## src/rtl/cond_exec_ctrl.sv

```systemverilog
// ARM-style conditional-execution controller: evaluates the condition field
// against the status flags, commits or skips, and sequences the post-branch flush.
module cond_exec_ctrl #(
    parameter int unsigned FLUSH_CYCLES = 2,
    parameter int unsigned CNT_W        = 16
) (
    input  logic             clk,
    input  logic             rst,
    input  logic             instr_valid,
    input  logic [3:0]       cond,
    input  logic             s_bit,
    input  logic             is_branch,
    input  logic [3:0]       alu_nzcv,
    input  logic             stall,
    output logic [3:0]       nzcv,
    output logic             exec_en,
    output logic             branch_taken,
    output logic             flush,
    output logic             undef_cond,
    output logic [CNT_W-1:0] exec_cnt,
    output logic [CNT_W-1:0] skip_cnt
);

    localparam logic [0:0] RUN   = 1'b0;
    localparam logic [0:0] FLUSH = 1'b1;
    localparam logic [2:0] FCNT_INIT = 3'(FLUSH_CYCLES - 1);

    logic [0:0]       state_q, state_d;
    logic [2:0]       fcnt_q, fcnt_d;
    logic [3:0]       nzcv_q, nzcv_d;
    logic [CNT_W-1:0] exec_cnt_q, exec_cnt_d;
    logic [CNT_W-1:0] skip_cnt_q, skip_cnt_d;
    logic             pass;
    logic             flag_n, flag_z, flag_c, flag_v;

    assign {flag_n, flag_z, flag_c, flag_v} = nzcv_q;

    always_comb begin
        pass = 1'b0;
        case (cond)
            4'b0000: pass = flag_z;
            4'b0001: pass = !flag_z;
            4'b0010: pass = flag_c;
            4'b0011: pass = !flag_c;
            4'b0100: pass = flag_n;
            4'b0101: pass = !flag_n;
            4'b0110: pass = flag_v;
            4'b0111: pass = !flag_v;
            4'b1000: pass = flag_c && !flag_z;
            4'b1001: pass = !flag_c || flag_z;
            4'b1010: pass = (flag_n == flag_v);
            4'b1011: pass = (flag_n != flag_v);
            4'b1100: pass = !flag_z && (flag_n == flag_v);
            4'b1101: pass = flag_z || (flag_n != flag_v);
            4'b1110: pass = 1'b1;
            default: pass = 1'b0;
        endcase
    end

    assign exec_en      = (state_q == RUN) && instr_valid && pass && !stall;
    assign branch_taken = exec_en && is_branch;
    assign flush        = (state_q == FLUSH);
    assign undef_cond   = instr_valid && (cond == 4'b1111) && (state_q == RUN);

    always_comb begin
        state_d    = state_q;
        fcnt_d     = fcnt_q;
        nzcv_d     = nzcv_q;
        exec_cnt_d = exec_cnt_q;
        skip_cnt_d = skip_cnt_q;

        if (exec_en && s_bit)
            nzcv_d = alu_nzcv;

        case (state_q)
            RUN: begin
                if (branch_taken) begin
                    state_d = FLUSH;
                    fcnt_d  = FCNT_INIT;
                end
            end
            default: begin
                if (!stall) begin
                    if (fcnt_q == 3'd0)
                        state_d = RUN;
                    else
                        fcnt_d = fcnt_q - 3'd1;
                end
            end
        endcase

        // Counters saturate at all-ones rather than wrapping.
        if (exec_en && (exec_cnt_q != '1))
            exec_cnt_d = exec_cnt_q + 1'b1;
        if (instr_valid && !stall && !exec_en && (skip_cnt_q != '1))
            skip_cnt_d = skip_cnt_q + 1'b1;
    end

    always_ff @(posedge clk or posedge rst) begin
        if (rst) begin
            state_q    <= RUN;
            fcnt_q     <= '0;
            nzcv_q     <= '0;
            exec_cnt_q <= '0;
            skip_cnt_q <= '0;
        end else begin
            state_q    <= state_d;
            fcnt_q     <= fcnt_d;
            nzcv_q     <= nzcv_d;
            exec_cnt_q <= exec_cnt_d;
            skip_cnt_q <= skip_cnt_d;
        end
    end

    assign nzcv     = nzcv_q;
    assign exec_cnt = exec_cnt_q;
    assign skip_cnt = skip_cnt_q;

endmodule

```

## config.mk

```make
export PLATFORM = sky130hd
export DESIGN_NAME = cond_exec_ctrl
export DESIGN_NICKNAME = d
export VERILOG_FILES = /design/src/rtl/cond_exec_ctrl.sv
export SDC_FILE = /design/constraint.sdc
export NUM_CORES = 1
export LEC_CHECK = 0
export BUFFER_PORTS_ARGS = -buffer_cell sky130_fd_sc_hd__buf_2
export CAP_MARGIN = 20
export CORE_MARGIN = 2
export CORE_UTILIZATION = 40
export CTS_CLUSTER_SIZE = 14
export DETAILED_ROUTE_END_ITERATION = 6
export PLACE_DENSITY = 0.66
export RECOVER_POWER = 25
export SYNTH_ARGS = -nofsm -noshare
export SYNTH_HDL_FRONTEND = slang
export SYNTH_SLANG_ARGS = --single-unit
```

## constraint.sdc

```tcl
create_clock -name clk -period 2.73 [get_ports clk]
set_clock_uncertainty 0.05 [all_clocks]
set_input_delay 0 -clock clk [delete_from_list [all_inputs] [get_ports clk]]
set_output_delay 0 -clock clk [all_outputs]
set_load 0.005 [all_outputs]
```

# Word-level counts from Yosys, hierarchy flattened
# Index checks and enable logic that the tools add are counted.
dict set report totals {
  regBits 40
  output_inout_bits 40
  word_cells 64
}
dict set report classes {
  n_addsub 3
  eq_ne 21
  muxes 9
  bitwise 1
  reduce_logical 25
}
# operator count
set op_table {}
lappend op_table {{adder 16 x 1 -> 16 bit, second input constant} 2}
lappend op_table {{equality test 4 bit, second input constant} 8}
lappend op_table {{inequality test 16 bit, second input constant} 2}
lappend op_table {{equality test 4 x 3 -> 1 bit, second input constant} 4}
lappend op_table {{case mux 1 bit (15 select lines)} 1}
lappend op_table {{logical AND 1 bit} 13}
lappend op_table {{2-to-1 mux 3 bit} 4}
lappend op_table {{equality test 4 x 2 -> 1 bit, second input constant} 2}
lappend op_table {{zero test 1 bit} 6}
lappend op_table {{equality test 4 x 1 -> 1 bit, second input constant} 1}
lappend op_table {{zero test 4 bit} 1}
lappend op_table {{2-to-1 mux 1 bit} 4}
lappend op_table {{inequality test 2 bit, second input constant} 2}
lappend op_table {{zero test 3 bit} 1}
lappend op_table {{AND reduction 3 bit} 1}
lappend op_table {{subtractor 3 x 1 -> 3 bit, second input constant} 1}
lappend op_table {{logical OR 1 bit} 2}
lappend op_table {{nonzero test 2 bit} 1}
lappend op_table {{equality test 1 bit} 1}
lappend op_table {{inequality test 1 bit} 1}
lappend op_table {{NOT 1 bit} 1}

# Depth between registers and ports, before layout
dict set report depth {
  depth_word 8
  mapped_depth 9
  ltp_nobuf 7
}

# Worst setup path after synthesis
# Ideal clock, no wire load.
dict set report synth_timing {
  path_kind {register to register}
  from {reg nzcv_q[3] (netlist: nzcv[3])}
  to {reg skip_cnt_q[1] (netlist: skip_cnt[1])}
  setup_ns 0.125
  arrival_ns 1.906
  t_required_ns 2.555
  slack_ns 0.650
  path_stages_with_launch 8
  path_buffers 0
  path_cell_list {dfrtp_1 -> xnor2_1 -> and4b_1 -> a2111oi_2 -> a21o_4 -> inv_6 -> nor2_1 -> mux2_2}
}
dict set report synth_via {
  elab_chain_cells 8
  word_cells_on_any_way 11
  classes_between {2 x eq/ne; 1 x mux; 8 x reduce/logical}
}
# element line_no
set synth_lines {}
lappend synth_lines {{start: declaration} 30} ;# logic [3:0] nzcv_q, nzcv_d;
lappend synth_lines {{start signal: assignment} 109} ;# nzcv_q <= nzcv_d;
lappend synth_lines {{inequality test 1 bit or equality test 1 bit (tied branches)} --}
lappend synth_lines {{logical OR 1 bit or logical AND 1 bit (tied branches)} {54, 53}}
lappend synth_lines {{case mux 1 bit (15 select lines) *} 40} ;# case (cond)
lappend synth_lines {{logical AND 1 bit * (2 in a row)} 60} ;# assign exec_en = (state_q == RUN) && instr_valid && pass && !stall;
lappend synth_lines {{zero test 1 bit *} 95} ;# if (instr_valid && !stall && !exec_en && (skip_cnt_q != '1))
lappend synth_lines {{logical AND 1 bit * (2 in a row)} 95}
lappend synth_lines {{end signal: assignment} 111} ;# skip_cnt_q <= skip_cnt_d;
lappend synth_lines {{end: declaration} 32} ;# logic [CNT_W-1:0] skip_cnt_q, skip_cnt_d;
# Mark *: on every way between the ends. The rest lies on a longest branch, timed or not.
# A chain may end at the register's enable or synchronous reset.

# Worst setup path in the final report
dict set report layout_timing {
  from {reg nzcv_q[0] (netlist: nzcv[0])}
  to {reg state_q (netlist: flush)}
}
dict set report layout_via {
  elab_chain_cells 8
  word_cells_on_any_way 11
  classes_between {2 x eq/ne; 3 x mux; 6 x reduce/logical}
}
# element line_no
set layout_lines {}
lappend layout_lines {{inequality test 1 bit or equality test 1 bit (tied branches)} --}
lappend layout_lines {{logical OR 1 bit or logical AND 1 bit (tied branches)} {54, 53}}
lappend layout_lines {{case mux 1 bit (15 select lines) *} 40}
lappend layout_lines {{logical AND 1 bit * (2 in a row)} 60}
lappend layout_lines {{logical AND 1 bit *} 61} ;# assign branch_taken = exec_en && is_branch;
lappend layout_lines {{2-to-1 mux 1 bit *} 77} ;# if (branch_taken) begin
lappend layout_lines {{2-to-1 mux 1 bit *} 75} ;# case (state_q)
lappend layout_lines {{net state_d} 28} ;# logic [0:0] state_q, state_d;
lappend layout_lines {{end signal: assignment} 107} ;# state_q <= state_d;
lappend layout_lines {{end: declaration} 28}
# The timed path passes the listed nets; every way through them passes the cells marked *.

==> summary.md <==
| Metric | Value |
|---|---|
| Status | finished clean |
| Fill cell count | 520 |
| H-tree levels | 2 |
| Final RePlAce weighted congestion | ~0.83 |
| Final Cycle Share | 90.6% |
| Critical path class | reg -> reg |
| Synth-to-layout area growth | 21.4% |
| Maximum capacitance violations | 0 |
| Vias in the first global route | roughly 1.7k |
| First-pass GRT wire length | 7.96 mm |
| EDFF count, synth | 0 |
| Seq cells post-synth | 40 |
| WP data arrival | 2.59 ns |
| Clk buf depth | 2 |
| Drt pass-1 iters | 4 |
| Drt first-iter violations | 55 |
| Post-CTS Setup Bufs | 0 |
| Post-synthesis sequential area ratio | between 40 and 50% |
| TritonCTS buffer count | 5 |
| Type of the worst min-delay path | in -> reg |
| CTS resizes | 0 |
| GRT Total Usage | between 10% and 20% |
| Synthesis Warnings | 0 |
| CP required | ~2.9 ns |
| Post-synth cell types | 51 |
| Crit start category | flip-flop |
| ANT cells | 0 |
| Drt drc | 0 |
| Final HPWL DP | 3.45 mm |
| Mean Syn Cell Area | ~11 um^2 |
| Area of the die | ~0.0063 mm^2 |
| Number of top-level pins | 54 |
| Final Worst Setup Slack | 0.256 ns |
| Final WL | ~4.7 mm |
| Remaining global-route overflow | 0 |
| Starting Density | 41.3% |
| # nets final | 293 |
| Antenna Nets Post-Route | 0 |
| Slew HR | 34.5% |
| RSZ-0062 raised after global routing | no |
| Mapped Area | 0.00227 mm^2 |
| Final setup TNS | 0 ns |
| Dpl ws | 0.423 ns |
| Max FO, Critical Path | 27 |
| Final worst path period need | 2.47 ns |
| Prevailing post-synth register cell | dfrtp_1 |
| Endpoint type of the worst setup path | flip-flop |
| F_max | 404 MHz |
| Post-Synthesis Cells | 212 |
| Core Rows | 27 |
| Root Driver | clkbuf_8 |
| Worst-case vdd ir drop | 0.000344 V |
| Async set-reset flop share out of synthesis | 100% |
| Height of the die | around 80 um |
| Vias | between 1.5k and 2k |
| Least-Margin Pin Slew | 0.983 ns |
| Largest net degree at the start of global routing | 41 |
| Core Area | roughly 0.0055 mm^2 |
| CTS Sinks | 40 |
| Clock Latency Late Sink | 0.29 ns |
| WL per Instance | 13.6 um |
| Via density | 5.13 |
| Initial antenna violation count | 0 |
| Hold Buf Count CTS | 7 |
| Die W | 79.4 um |
| Share of cells above drive strength 1 | 31.5% |
| IO buf count | 53 |
| Hold Vio Cnt, Final | 0 |
| CTS tree | built |
| Fin. max-slew vios | 0 |
| Leakage | approximately 1.3 nW |
| Pwr Density | 646 mW/mm^2 |
| Mapped Nets | 230 |
| # setup viols final | 0 |
| Clock-pin slew on the worst setup and hold paths | 0.08 ns |
## cell type report
type | instances | area [um^2] | area share, %
multi-input cells | 152 | 1160 | 42.1
flip-flops and latches | 40 | 1000 | 36.3
repair buffers | 64 | 363 | 13.2
well taps | 72 | 90.1 | 3.27
clock buffers | 5 | 68.8 | 2.49
inverters | 12 | 50.0 | 1.81
clock inverters | 3 | 23.8 | 0.862
## where the power goes
group | total, mW | switching (mW) | internal (mW)
clock | 0.397 | 0.216 | 0.181
sequential | 0.865 | 0.151 | 0.714
combinational | 0.519 | 0.250 | 0.269
## worst paths after layout
| check | start | endpoint | slack (ns) | cells after the start |
|---|---|---|---|---|
| setup / recovery | nzcv[0] | flush | 0.26 | 8 |
| hold / removal | s_bit | nzcv[3] | 0.06 | 3 |
| setup reg to reg | nzcv[0] | flush | 0.26 | 8 |
| hold reg to reg | skip_cnt[8] | skip_cnt[8] | 0.44 | 1 |
| max in group asynchronous | rst | nzcv[0] | 1.51 | 4 |
| min in group asynchronous | rst | exec_cnt[7] | 0.51 | 4 |
## layer usage
layer | global-route usage, % | share of wire [%] | vias up
met1 | 21.8 | 48 | 859
li1 | - | - | 884
met3 | 3.62 | 5.0 | 5
met2 | 25.2 | 46 | 38
met4 | 5.69 | 1.2 | 0
met5 | 0 | 0 | -
## critical path, stage by stage (launching register included)
cell and delay [ns]:
dfrtp_1 0.46, xnor2_1 0.18, and4b_1 0.23, a2111oi_2 0.36
a21o_4 0.24, inv_6 0.12, nand2_4 0.11, nand2_1 0.06
dlygate4sd3_1 0.56
## logic make-up after synthesis
kind of cell	count (synthesis)	synth area share, %
DFF	40	44.1
AOI/OAI and AO/OA	21	7.21
and+or+nand+nor	91	26.7
xor gates and xnor gates	28	10.8
adders and majority gates	4	2.20
buffers and inverters	20	5.12
muxes	8	3.91
## synthesized netlist by cell type, types with 3 or more instances
cell | n | area share, %
nor3b_1 | 3 | 0.99
nand2b_1 | 3 | 0.83
a21oi_1 | 3 | 0.66
nand3_1 | 19 | 4.2
nor3_1 | 3 | 0.66
nor4b_2 | 3 | 2.0
inv_1 | 11 | 1.8
nand4_1 | 6 | 1.7
clkbuf_1 | 3 | 0.50
xor2_1 | 12 | 4.6
o21ai_0 | 3 | 0.66
ha_1 | 4 | 2.2
a31oi_1 | 4 | 1.1
nand2_1 | 12 | 2.0
nor4_1 | 3 | 0.83
xnor2_1 | 16 | 6.2
nor3_2 | 3 | 1.3
nor2_1 | 6 | 0.99
and2_1 | 4 | 1.1
mux2_1 | 5 | 2.5
and3_1 | 8 | 2.2
dfrtp_1 | 40 | 44
or3b_2 | 3 | 1.2
## sequential cells by signal, indices dropped and copies added, names as in the netlist
register  count
exec_cnt     16
fcnt_q        3
flush         1
nzcv          4
skip_cnt     16
## per-stage QoR
step	instance area [um^2]	hold slack, ns	std cells	power, mW	util, %
after floorplan	2270	0.0403	212	1.19	-
after global placement	2600	0.0997	333	1.36	47.2
after detailed placement	2600	0.108	333	1.38	47.2
after CTS	2760	0.0505	348	1.80	50.1
after global routing	2760	0.0591	348	1.91	50.1
final	2760	0.0604	348	1.78	50.1
## placed cells by master, fill, tap and decap left out, types with 2 or more instances in the layout
cell	n
a21oi_1	3
a31o_1	2
a31oi_1	4
a41oi_1	2
and2_1	4
and3_1	8
buf_2	53
buf_4	3
clkbuf_8	5
clkinvlp_4	2
dfrtp_1	40
dlygate4sd3_1	7
ha_1	4
inv_1	11
mux2_1	5
mux2_2	2
nand2_1	12
nand2b_1	3
nand3_1	19
nand4_1	6
nor2_1	6
nor2b_1	2
nor3_1	3
nor3_2	3
nor3b_1	3
nor4_1	3
nor4_2	2
nor4b_2	3
o21ai_0	3
o32ai_1	2
or3b_2	3
xnor2_1	16
xor2_1	12
Note: power is estimated with default switching activity, not from simulation.
